<file path="src/rtl/alu_issue_stage.sv">
// ID/EX issue register for the ALU: decodes opcode/funct into ALU_control, picks
// the B operand, forwards EX/MEM and MEM/WB results and registers everything for EX.
module alu_issue_stage #(
  parameter int WORD     = 32,
  parameter int REG_ADDR = 5
) (
  input  logic                clk,
  input  logic                reset,
  input  logic                stall,
  input  logic                flush,
  input  logic                in_valid,
  input  logic [5:0]          opcode,
  input  logic [5:0]          funct,
  input  logic [15:0]         imm,
  input  logic [REG_ADDR-1:0] rs_addr,
  input  logic [REG_ADDR-1:0] rt_addr,
  input  logic [WORD-1:0]     rs_data,
  input  logic [WORD-1:0]     rt_data,
  input  logic                exmem_regwrite,
  input  logic [REG_ADDR-1:0] exmem_rd,
  input  logic [WORD-1:0]     exmem_result,
  input  logic                memwb_regwrite,
  input  logic [REG_ADDR-1:0] memwb_rd,
  input  logic [WORD-1:0]     memwb_result,
  output logic                ex_valid,
  output logic [WORD-1:0]     a,
  output logic [WORD-1:0]     b,
  output logic [3:0]          ALU_control,
  output logic                illegal
);

  typedef enum logic [3:0] {
    ALU_AND     = 4'b0000,
    ALU_OR      = 4'b0001,
    ALU_ADD     = 4'b0010,
    ALU_SUB     = 4'b0110,
    ALU_SLT     = 4'b0111,
    ALU_ILLEGAL = 4'b1111
  } alu_op_e;

  typedef enum logic [1:0] {
    B_RT,
    B_SEXT,
    B_ZEXT
  } b_src_e;

  alu_op_e        alu_op;
  b_src_e         b_src;
  logic           dec_illegal;
  logic [WORD-1:0] a_fwd, rt_fwd, b_sel;

  logic                ex_valid_q, ex_valid_d;
  logic [WORD-1:0]     a_q, a_d;
  logic [WORD-1:0]     b_q, b_d;
  logic [3:0]          alu_ctrl_q, alu_ctrl_d;
  logic                illegal_q, illegal_d;

  // The nearer producer (EX/MEM) holds the newer value; $zero is never forwarded.
  function automatic logic [WORD-1:0] forward(
    input logic [REG_ADDR-1:0] addr,
    input logic [WORD-1:0]     rf_data,
    input logic                em_we,
    input logic [REG_ADDR-1:0] em_rd,
    input logic [WORD-1:0]     em_res,
    input logic                mw_we,
    input logic [REG_ADDR-1:0] mw_rd,
    input logic [WORD-1:0]     mw_res
  );
    if (addr == '0)                   return rf_data;
    else if (em_we && em_rd == addr)  return em_res;
    else if (mw_we && mw_rd == addr)  return mw_res;
    else                              return rf_data;
  endfunction

  always_comb begin
    // NOTE: every signal gets a default before the case so no path infers a latch.
    alu_op      = ALU_ILLEGAL;
    b_src       = B_RT;
    dec_illegal = 1'b0;
    unique case (opcode)
      6'b000000: begin
        unique case (funct)
          6'b100000, 6'b100001: alu_op = ALU_ADD;
          6'b100010, 6'b100011: alu_op = ALU_SUB;
          6'b100100:            alu_op = ALU_AND;
          6'b100101:            alu_op = ALU_OR;
          6'b101010:            alu_op = ALU_SLT;
          default:              dec_illegal = 1'b1;
        endcase
      end
      6'b001000, 6'b001001: begin alu_op = ALU_ADD; b_src = B_SEXT; end
      6'b001010:            begin alu_op = ALU_SLT; b_src = B_SEXT; end
      6'b001100:            begin alu_op = ALU_AND; b_src = B_ZEXT; end
      6'b001101:            begin alu_op = ALU_OR;  b_src = B_ZEXT; end
      6'b100011, 6'b101011: begin alu_op = ALU_ADD; b_src = B_SEXT; end
      6'b000100:            alu_op = ALU_SUB;
      default:              dec_illegal = 1'b1;
    endcase
    if (dec_illegal) alu_op = ALU_ILLEGAL;
  end

  always_comb begin
    a_fwd  = forward(rs_addr, rs_data, exmem_regwrite, exmem_rd, exmem_result,
                     memwb_regwrite, memwb_rd, memwb_result);
    rt_fwd = forward(rt_addr, rt_data, exmem_regwrite, exmem_rd, exmem_result,
                     memwb_regwrite, memwb_rd, memwb_result);
    unique case (b_src)
      B_SEXT:  b_sel = {{(WORD-16){imm[15]}}, imm};
      B_ZEXT:  b_sel = {{(WORD-16){1'b0}}, imm};
      default: b_sel = rt_fwd;
    endcase
  end

  // Flush beats stall beats capture; an empty ID slot captures as a bubble.
  always_comb begin
    ex_valid_d = ex_valid_q;
    a_d        = a_q;
    b_d        = b_q;
    alu_ctrl_d = alu_ctrl_q;
    illegal_d  = illegal_q;
    if (flush || (!stall && !in_valid)) begin
      ex_valid_d = 1'b0;
      a_d        = '0;
      b_d        = '0;
      alu_ctrl_d = 4'b0000;
      illegal_d  = 1'b0;
    end else if (!stall) begin
      ex_valid_d = 1'b1;
      a_d        = a_fwd;
      b_d        = b_sel;
      alu_ctrl_d = alu_op;
      illegal_d  = dec_illegal;
    end
  end

  always_ff @(posedge clk or posedge reset) begin
    // NOTE: sequential state uses non-blocking assignments so all flops update together.
    if (reset) begin
      ex_valid_q <= 1'b0;
      a_q        <= '0;
      b_q        <= '0;
      alu_ctrl_q <= 4'b0000;
      illegal_q  <= 1'b0;
    end else begin
      ex_valid_q <= ex_valid_d;
      a_q        <= a_d;
      b_q        <= b_d;
      alu_ctrl_q <= alu_ctrl_d;
      illegal_q  <= illegal_d;
    end
  end

  assign ex_valid    = ex_valid_q;
  assign a           = a_q;
  assign b           = b_q;
  assign ALU_control = alu_ctrl_q;
  assign illegal     = illegal_q;

endmodule

</file>
<file path="config.mk">
export PLATFORM = sky130hd
export DESIGN_NAME = alu_issue_stage
export DESIGN_NICKNAME = d
export VERILOG_FILES = /design/src/rtl/alu_issue_stage.sv
export SDC_FILE = /design/constraint.sdc
export NUM_CORES = 1
export LEC_CHECK = 0
export CAP_MARGIN = 20
export CORE_MARGIN = 2
export CORE_UTILIZATION = 46
export DETAILED_ROUTE_END_ITERATION = 7
export GPL_TIMING_DRIVEN = 0
export PLACE_DENSITY = 0.94
export SLEW_MARGIN = 5
export SYNTH_ARGS = -nofsm -noshare
export SYNTH_HDL_FRONTEND = slang
export SYNTH_SLANG_ARGS = --single-unit
</file>
<file path="constraint.sdc">
create_clock -name clk -period 5.1 [get_ports clk]
set_input_delay 0.765 -clock clk [delete_from_list [all_inputs] [get_ports clk]]
set_output_delay 0.765 -clock clk [all_outputs]
set_load 0.02 [all_outputs]
</file>
==> summary.md, run 1 <==
The number of nets in the layout was 1156. The setup path with the least slack is of type in -> reg. The time the worst path needs with I/O delays and setup was 3607 ps; the data arrival time of the worst path was 3820 ps.

For flop-to-flop paths, the worst setup slack is 3910 ps. The worst-case IR drop observed on VDD is 0.1930 mV. Type of destination of the critical path: a register. Measured along the x axis, the die boundary spans 112.5 µm.

Yosys attributes the largest share of cell area to sky130_fd_sc_hd__dfrtp_1 (32%), sky130_fd_sc_hd__o21ai_0 (6.0%), sky130_fd_sc_hd__nand2_1 (5.9%). For the DRC violations left, the log shows 33. The number of iterations in the first detailed-routing pass came out at 8. The share of the clock period used by the worst path came out at 70.73%. The count of pins on the block boundary was 253. Yosys printed 0 warnings. The routed design has 23720 µm of wire. The share of post-route cells with drive strength above 1 was 2.769%. For the total leakage power, the log shows 0.003361 µW.

After detailed routing, the average wire length per cell comes to 21.22 µm. For the setup total negative slack, the log shows 0 ps. The clock power share was 38.0%.

In the synthesized netlist the dominant register cell turns out to be sky130_fd_sc_hd__dfrtp_1. Counting distinct cell types in the post-synthesis netlist gives 51. The share of the yosys chip area belonging to registers came out at 32.36%. The total of max-cap violations was 0.

The hold violation count in the final report was 0. At the pin with the least slew margin, the transition time is 757.3 ps. The tools report the number of buffers created by CTS as 9.

The first global-routing pass estimated 36550 µm of wire. The logs give 0 for the initial antenna violation count and 38 for the maximum number of pins on one net before global-route repair. The top cell type's share of synthesized area came out at 32.36%. In the synthesized netlist, the cells that appear most often are sky130_fd_sc_hd__nand2_1 (85), sky130_fd_sc_hd__clkbuf_1 (71), sky130_fd_sc_hd__dfrtp_1 (70), sky130_fd_sc_hd__o21ai_0 (65), sky130_fd_sc_hd__a21oi_1 (63). CTS sink count: 70.

Once the clock tree was built, the setup fixing pass inserted 0 buffers. Setup repair after global routing left no endpoint under its margin. The average cell area after synthesis came out at 7.645 µm². From synthesis to final layout, the design area changed by 55.69%. The run gives 0 as the count of antenna diodes in the layout. The die is 112.5 µm tall.

The floorplan step defined a die boundary enclosing 12650 µm². After clock tree synthesis, the clock-pin slew on the worst setup and hold paths is 60 ps. The top cell type by total area after synthesis was sky130_fd_sc_hd__dfrtp_1. In this run the worst path has a maximum fanout of 10.

The critical path starts at opcode[0]. Of the total power, the share spent switching nets is 29.97%. Dividing total power by cell area gives a power density of 206.7 nW/µm². Internal power comes to 1220 µW. The startpoint identified for the worst register-to-register timing path is a[26]$_DFFE_PP0P_. The count of cells resized by post-cts repair came out at 0.

The synthesized design contains 0 enable-type register cells. The source-to-sink clock delay at the later pin of the worst-skew pair is 350 ps. The checks that failed: DRC. End point of the critical path: b[31]$_DFFE_PP0P_. TritonCTS built the clock tree.

Counting along the longest clock path gives a buffer depth of 2. The count of buffers from port buffering is 251, and the total setup violations reported at the end of the flow is 0. In this run the critical register-to-register path is captured at a[26]$_DFFE_PP0P_. STA classifies the critical path startpoint as a primary input. The logs give 0 ps for the final clock skew and 0 for the overall overflow remaining after global route.

Final max-slew violation count: 0. For the cell count after placement, the log shows 1103. Synthesis produced a netlist whose cell count is 708. The kind of path behind the tightest hold check was reg -> reg. In this run the power spent charging and discharging nets is 522.0 µW.

The cell with the most instances after synthesis was sky130_fd_sc_hd__nand2_1. The flow ran to the end, but the final reports show violations. Via count of the first global-routing pass: 6870. The count of nets left with antenna violations once routing finished came out at 0. The number of cells traversed by the worst register-to-register path was 4.

Timing would allow up to 0.2772 GHz. The congestion estimate from routability-driven global placement came to 0.9709. The number of nets handed over by synthesis was 893. The register bit total from synthesis is 70, and the non-filler instance count after layout is 1118. The total area inside the core boundary comes to 11470 µm². Headroom to the max-slew limit came out at 49.09%. The clock root buffer is sky130_fd_sc_hd__clkbuf_16. The estimated wirelength of the detail-placed design was 17690 µm; the required time at the worst-slack endpoint was 5310 ps. The tools report the depth of the CTS H-tree as 3. Hold repair after CTS inserted 0 buffers. Counting flops with an async set or reset pin after synthesis yields a share of 100.0%. The routed layout has 7248 vias. The logs give 5413 µm² for the post-synthesis cell area and 27.7% for the proportion of power drawn by combinational gates. In this run, flip-flops and latches consume 34.3% of the power. After floorplanning, the core was divided into 39 placement rows. For this configuration, the core starts out at a cell density of 47.20%. Across every metal layer, demand over resource in global routing totals 36.69%.

The post-detailed-route via-to-cell ratio was 6.483; the initial DRC count was 1204.
==> critical path, cell delays in order <==
cell,delay [ps]
sky130_fd_sc_hd__clkdlybuf4s50_1,530
sky130_fd_sc_hd__nand2_1,140
sky130_fd_sc_hd__nand3b_1,80
sky130_fd_sc_hd__a211oi_1,380
sky130_fd_sc_hd__inv_1,80
sky130_fd_sc_hd__ha_1,300
sky130_fd_sc_hd__clkbuf_1,370
sky130_fd_sc_hd__clkbuf_1,500
sky130_fd_sc_hd__o21ai_0,180
sky130_fd_sc_hd__a222oi_1,370
sky130_fd_sc_hd__o21ai_1,120
==> metal layers <==
layer	part of all wire [%]	GRT usage, %
met1	38	48.69
met4	6.0	19.67
met2	44	56.06
met3	12	8.045
met5	0	0
==> logic make-up after synthesis <==
kind of cell	after synthesis	synth area share (%)
DFF	70	32.36
and+or+nand+nor	185	16.55
xor gates and xnor gates	20	3.236
adders and majority gates	2	0.4622
buffers and inverters	109	7.883
AOI/OAI and AO/OA	320	39.14
muxes	2	0.3699
==> area by class of cell <==
class,count,area (µm²)
multi-input cells,529,3234
clock inverters,3,43.79
fillers,895,3040
clock buffers,12,256.5
repair buffers,252,2532
well taps,143,178.9
flip-flops and latches,70,1752
plain buffers,75,299.0
inverters,34,130.1
==> metrics by stage <==
step                power, µW  instance area (µm²)  hold WS [ps]  setup slack (ps)  utilization, %
floorplan               795.6                 5413         590.0              2372               -
global placement         1067                 8104         464.0              1192           70.67
detailed placement       1076                 8127         471.3              1211           70.87
CTS                      1724                 8427         483.9              1603           73.49
global route             1796                 8427         509.8              1282           73.49
finish                   1742                 8427         486.9              1493           73.49
==> registers in the layout (all words and copies together), names as in the netlist <==
signal and cells:
b 32, illegal 1, ex_valid 1, a 32, ALU_control 4
==> power groups by stage <==
stage          Sequential [µW]  Clock (µW)  Combinational [µW]
2_1_floorplan              636           0                 160
3_3_place_gp               606           0                 461
3_5_place_dp               606           0                 470
4_1_cts                    597         654                 473
5_1_grt                    599         684                 512
6_report                   597         662                 482
==> cell usage in the layout (no fill, tap or decap), drive strengths merged, types with 16 or more instances in the layout <==
cell type,n
nor2,25
o22ai,16
or3,29
a222oi,16
a21oi,63
o21ai,85
o31ai,33
inv,34
a211oi,17
clkbuf,83
clkdlybuf4s50,251
dfrtp,70
a22oi,16
a21boi,16
nand2,85
==> how the worst min path moves through the flow <==
stage / slack, ps / cells after the start / end / from
after global placement: 460 / 2 / ALU_control[1]$_DFFE_PP0P_ / ALU_control[1]$_DFFE_PP0P_
after detailed placement: 470 / 2 / a[4]$_DFFE_PP0P_ / a[4]$_DFFE_PP0P_
after floorplan: 590 / 2 / ALU_control[1]$_DFFE_PP0P_ / ALU_control[1]$_DFFE_PP0P_
after global routing: 510 / 2 / a[5]$_DFFE_PP0P_ / a[5]$_DFFE_PP0P_
final: 490 / 2 / a[4]$_DFFE_PP0P_ / a[4]$_DFFE_PP0P_
after CTS: 480 / 2 / a[4]$_DFFE_PP0P_ / a[4]$_DFFE_PP0P_
Note: power is estimated with default switching activity, not from simulation.
==> run 2: changes to the inputs <==
CORE_UTILIZATION = 38   (was 46)
PLACE_DENSITY = 0.84   (was 0.94)
clock period = 3 ns   (was 5.1 ns; I/O delays follow)
==> run 2 against run 1 <==
Compared with the run above: sequential cell count did not move; die area grew 20%; the run now ends clean; highest routed layer unchanged; final area increased by 1.1%; via count is 2.6% lower; clock skew stayed put; wire length grew 2.5%; sequential power grew 69%; sequential share of layout area fell by 0.23 points; critical path depth is 3 lower.
==> summary.md, run 2 (same netlist as run 1, synthesis figures left out) <==
Required time at the worst-slack endpoint: 3270 ps (was 5310 ps). The tools report the core region area as 13880 µm² (was 11470 µm²). The depth of the CTS H-tree is 3 (unchanged), and the die footprint is 15210 µm² (was 12650 µm²). The cell seen most often among critical-path stages is sky130_fd_sc_hd__clkbuf_1 (unchanged).

Achievable clock frequency: 0.3542 GHz. The power per cell area came out at 349.8 nW/µm² (was 206.7 nW/µm²). The worst path in the final design needs a cycle of 2824 ps, including I/O delays and setup.

The run gives 0 (unchanged) as the total of max-cap violations. The sequential cell area was 1752 µm² (unchanged). The tools report the worst slew margin relative to its limit as 52.88% (was 49.09%). The kind of path behind the tightest hold check is in -> async (was reg -> reg). The run gives 6560 (was 6870) as the via count of the first global-routing pass. Remaining antenna violation count after routing: 0 (unchanged). The tools report the startpoint of the worst register-to-register path as a[0]$_DFFE_PP0P_ (was a[26]$_DFFE_PP0P_). The routed length per instance is 21.04 µm (was 21.22 µm), and the proportion of power drawn by combinational gates is 27.8% (was 27.7%).

The switching share of power was 30.27% (was 29.97%); the post-CTS setup buffer count was 0 (unchanged). For the CTS sink count, the log shows 70 (unchanged). The run gives 446.1 ps (was 486.9 ps) as the worst hold-check slack. The overall die height was 123.3 µm (was 112.5 µm); the hold violation count in the final report was 0 (unchanged). The start-to-end type of the worst setup path is in -> reg (unchanged). The count of pins on the block boundary came out at 253 (unchanged). The clock power share is 38.2% (was 38.0%), and the number of buffers created by CTS is 9 (unchanged). Most frequent cells in the layout: sky130_fd_sc_hd__clkdlybuf4s50_1 (251), sky130_fd_sc_hd__nand2_1 (85), sky130_fd_sc_hd__dfrtp_1 (70), sky130_fd_sc_hd__o21ai_0 (65), sky130_fd_sc_hd__clkbuf_1 (64) (was sky130_fd_sc_hd__clkdlybuf4s50_1 (251), sky130_fd_sc_hd__nand2_1 (85), sky130_fd_sc_hd__clkbuf_1 (72), sky130_fd_sc_hd__dfrtp_1 (70), sky130_fd_sc_hd__o21ai_0 (65)).

The sequential power share is 34.0% (was 34.3%). The post-layout total power was 2982 µW (was 1742 µW); the total leakage power was 0.003382 µW (was 0.003361 µW). The largest incremental delay on the critical path was 660 ps (was 530 ps). For the initial DRC count, the log shows 870 (was 1204). The number of buffer and inverter stages on the critical path works out to 3 (was 4). The logs give 0 (unchanged) for the initial antenna violation count and 7059 (was 7248) for the total via count in the routed design. The launching instance or port of the critical path was rs_addr[3] (was opcode[0]).

The type of destination of the critical path was a register (unchanged). The biggest fanout along the worst timing path is 10 (unchanged). The total setup violations reported at the end of the flow came out at 0 (unchanged). Peak ir drop on the vdd network: 0.2625 mV (was 0.1930 mV).

The type of element launching the critical path was a primary input (unchanged). The number of iterations in the first detailed-routing pass is 7 (was 8). The tools report the clock root buffer as sky130_fd_sc_hd__clkbuf_16 (unchanged). The final max-slew violation count was 0 (unchanged). The clock transition at the registers of the reported paths was 60 ps (about the same); the global placer's final weighted congestion was 0.9399 (was 0.9709).

The number of filler instances in the final layout was 1284 (was 895). The global-route wire length before repair was 36340 µm (was 36550 µm); the maximum number of pins on one net before global-route repair was 47 (was 38). The aggregate global-route resource usage came out at 31.41% (was 36.69%). Hold buffer count at CTS: 0 (unchanged). The count of buffers from port buffering came out at 251 (unchanged). Data arrival time of the worst path: 3090 ps (was 3820 ps). CP Cell Sequence: clkdlybuf4s50_1 -> xnor2_1 -> nand4_1 -> clkbuf_1 -> nor3_1 -> clkbuf_1 -> o31ai_1 -> o21ai_0 (was clkdlybuf4s50_1 -> nand2_1 -> nand3b_1 -> a211oi_1 -> inv_1 -> ha_1 -> clkbuf_1 -> clkbuf_1 -> o21ai_0 -> a222oi_1 -> o21ai_1).

Commonest non-fill, non-tap cell in the layout: sky130_fd_sc_hd__clkdlybuf4s50_1 (unchanged). The layout-stage area growth over the synthesis result came out at 57.47% (was 55.69%). The run gives 0 ps (unchanged) as the final clock skew.

The run gives 61.40% (was 73.49%) as the core occupancy in the finished layout. TritonCTS built the clock tree. Setup repair after global routing could not meet its margin everywhere. The run gives 0 (was 33) as the DRC violations left. For the initial core utilization, the log shows 38.99% (was 47.20%). The horizontal die dimension came out at 123.3 µm (was 112.5 µm). The transition time at the pin with the least slew margin came out at 701.4 ps (was 757.3 ps). The overall overflow remaining after global route was 0 (unchanged); the power spent charging and discharging nets was 902.4 µW (was 522.0 µW).

Dividing the final minimum period by the clock period gives 94.12%. The run finished with clean final reports. The family with the most delay on the worst path is buffers and inverters (unchanged). The estimated wirelength of the detail-placed design is 18090 µm (was 17690 µm), and the share of post-route cells with drive strength above 1 is 3.893% (was 2.769%). The logs give 2079 µW (was 1220 µW) for the internal power consumption and 0 (unchanged) for the count of antenna diodes in the layout. The tools report the number of buffers on the longest clock path as 2 (unchanged).

The cell with the largest stage delay on the worst path was sky130_fd_sc_hd__nor3_1 (was sky130_fd_sc_hd__clkdlybuf4s50_1). The post-detailed-route via-to-cell ratio was 6.106 (was 6.483); the total length of routed wires was 24320 µm (was 23720 µm). The row count is 43 (was 39), and the area of the multi-input gates is 3258 µm² (was 3234 µm²). The number of nets in the layout was 1156 (unchanged); the source-to-sink clock delay at the later pin of the worst-skew pair was 350 ps (about the same).
[run 2: power by group through the flow]
stage          combinational (µW)  sequential (µW)  clock [µW]
2_1_floorplan                 272             1080           0
3_3_place_gp                  791             1030           0
6_report                      829             1010        1140
4_1_cts                       811             1010        1150
5_1_grt                       881             1020        1180
3_5_place_dp                  805             1030           0
[run 2: cell type report]
type	instances	area share (%)
Clock buffer	11	2.965
Buffer	75	3.611
Tap cell	180	2.642
Clock inverter	5	0.6753
Timing Repair Buffer	252	29.80
Sequential cell	70	20.55
Inverter	34	1.527
Multi-Input combinational cell	529	38.23
[run 2: path summary, 6_finish.rpt]
check	depth (start not counted)	slack (ps)	endpoint
hold / removal	2	450	a[24]$_DFFE_PP0P_
setup / recovery	8	180	a[10]$_DFFE_PP0P_
setup reg to reg	3	1840	a[0]$_DFFE_PP0P_
min in group clk	2	490	a[2]$_DFFE_PP0P_
hold reg to reg	2	490	a[2]$_DFFE_PP0P_
max in group asynchronous	3	1990	b[9]$_DFFE_PP0P_
[run 2: what timing repair did]
action / 4_1_cts / 5_1_grt
gates resized for setup: 4 / 11
cloned: 0 / 0
pin swaps: 0 / 0
endpoints found under the setup margin: 11 / 29
[run 2: layer usage]
metal  up-vias  part of all wire, %  global-route usage, %
li1       3187                    -                      -
met1      3298                   41                  43.26
met2       500                   45                  47.22
met3        74                   10                  6.550
met4         0                  4.4                  14.20
met5         -                    0                      0
[run 2: worst reg2reg max path: stages (launching register included)]
cell and delay (ps):
sky130_fd_sc_hd__dfrtp_1 370, sky130_fd_sc_hd__and2_1 160, sky130_fd_sc_hd__or4_1 400, sky130_fd_sc_hd__o211a_1 120
[run 2: stage by stage]
step	instances	area, µm²	TNS (ps)	worst slack, ps
2_1_floorplan	708	5413	0	587.2
3_3_place_gp	1139	8150	-50890	-603.7
3_5_place_dp	1140	8180	-11690	-586.9
4_1_cts	1156	8499	0	16.10
5_1_grt	1156	8523	-55.90	-28.03
6_report	1156	8523	0	176.3
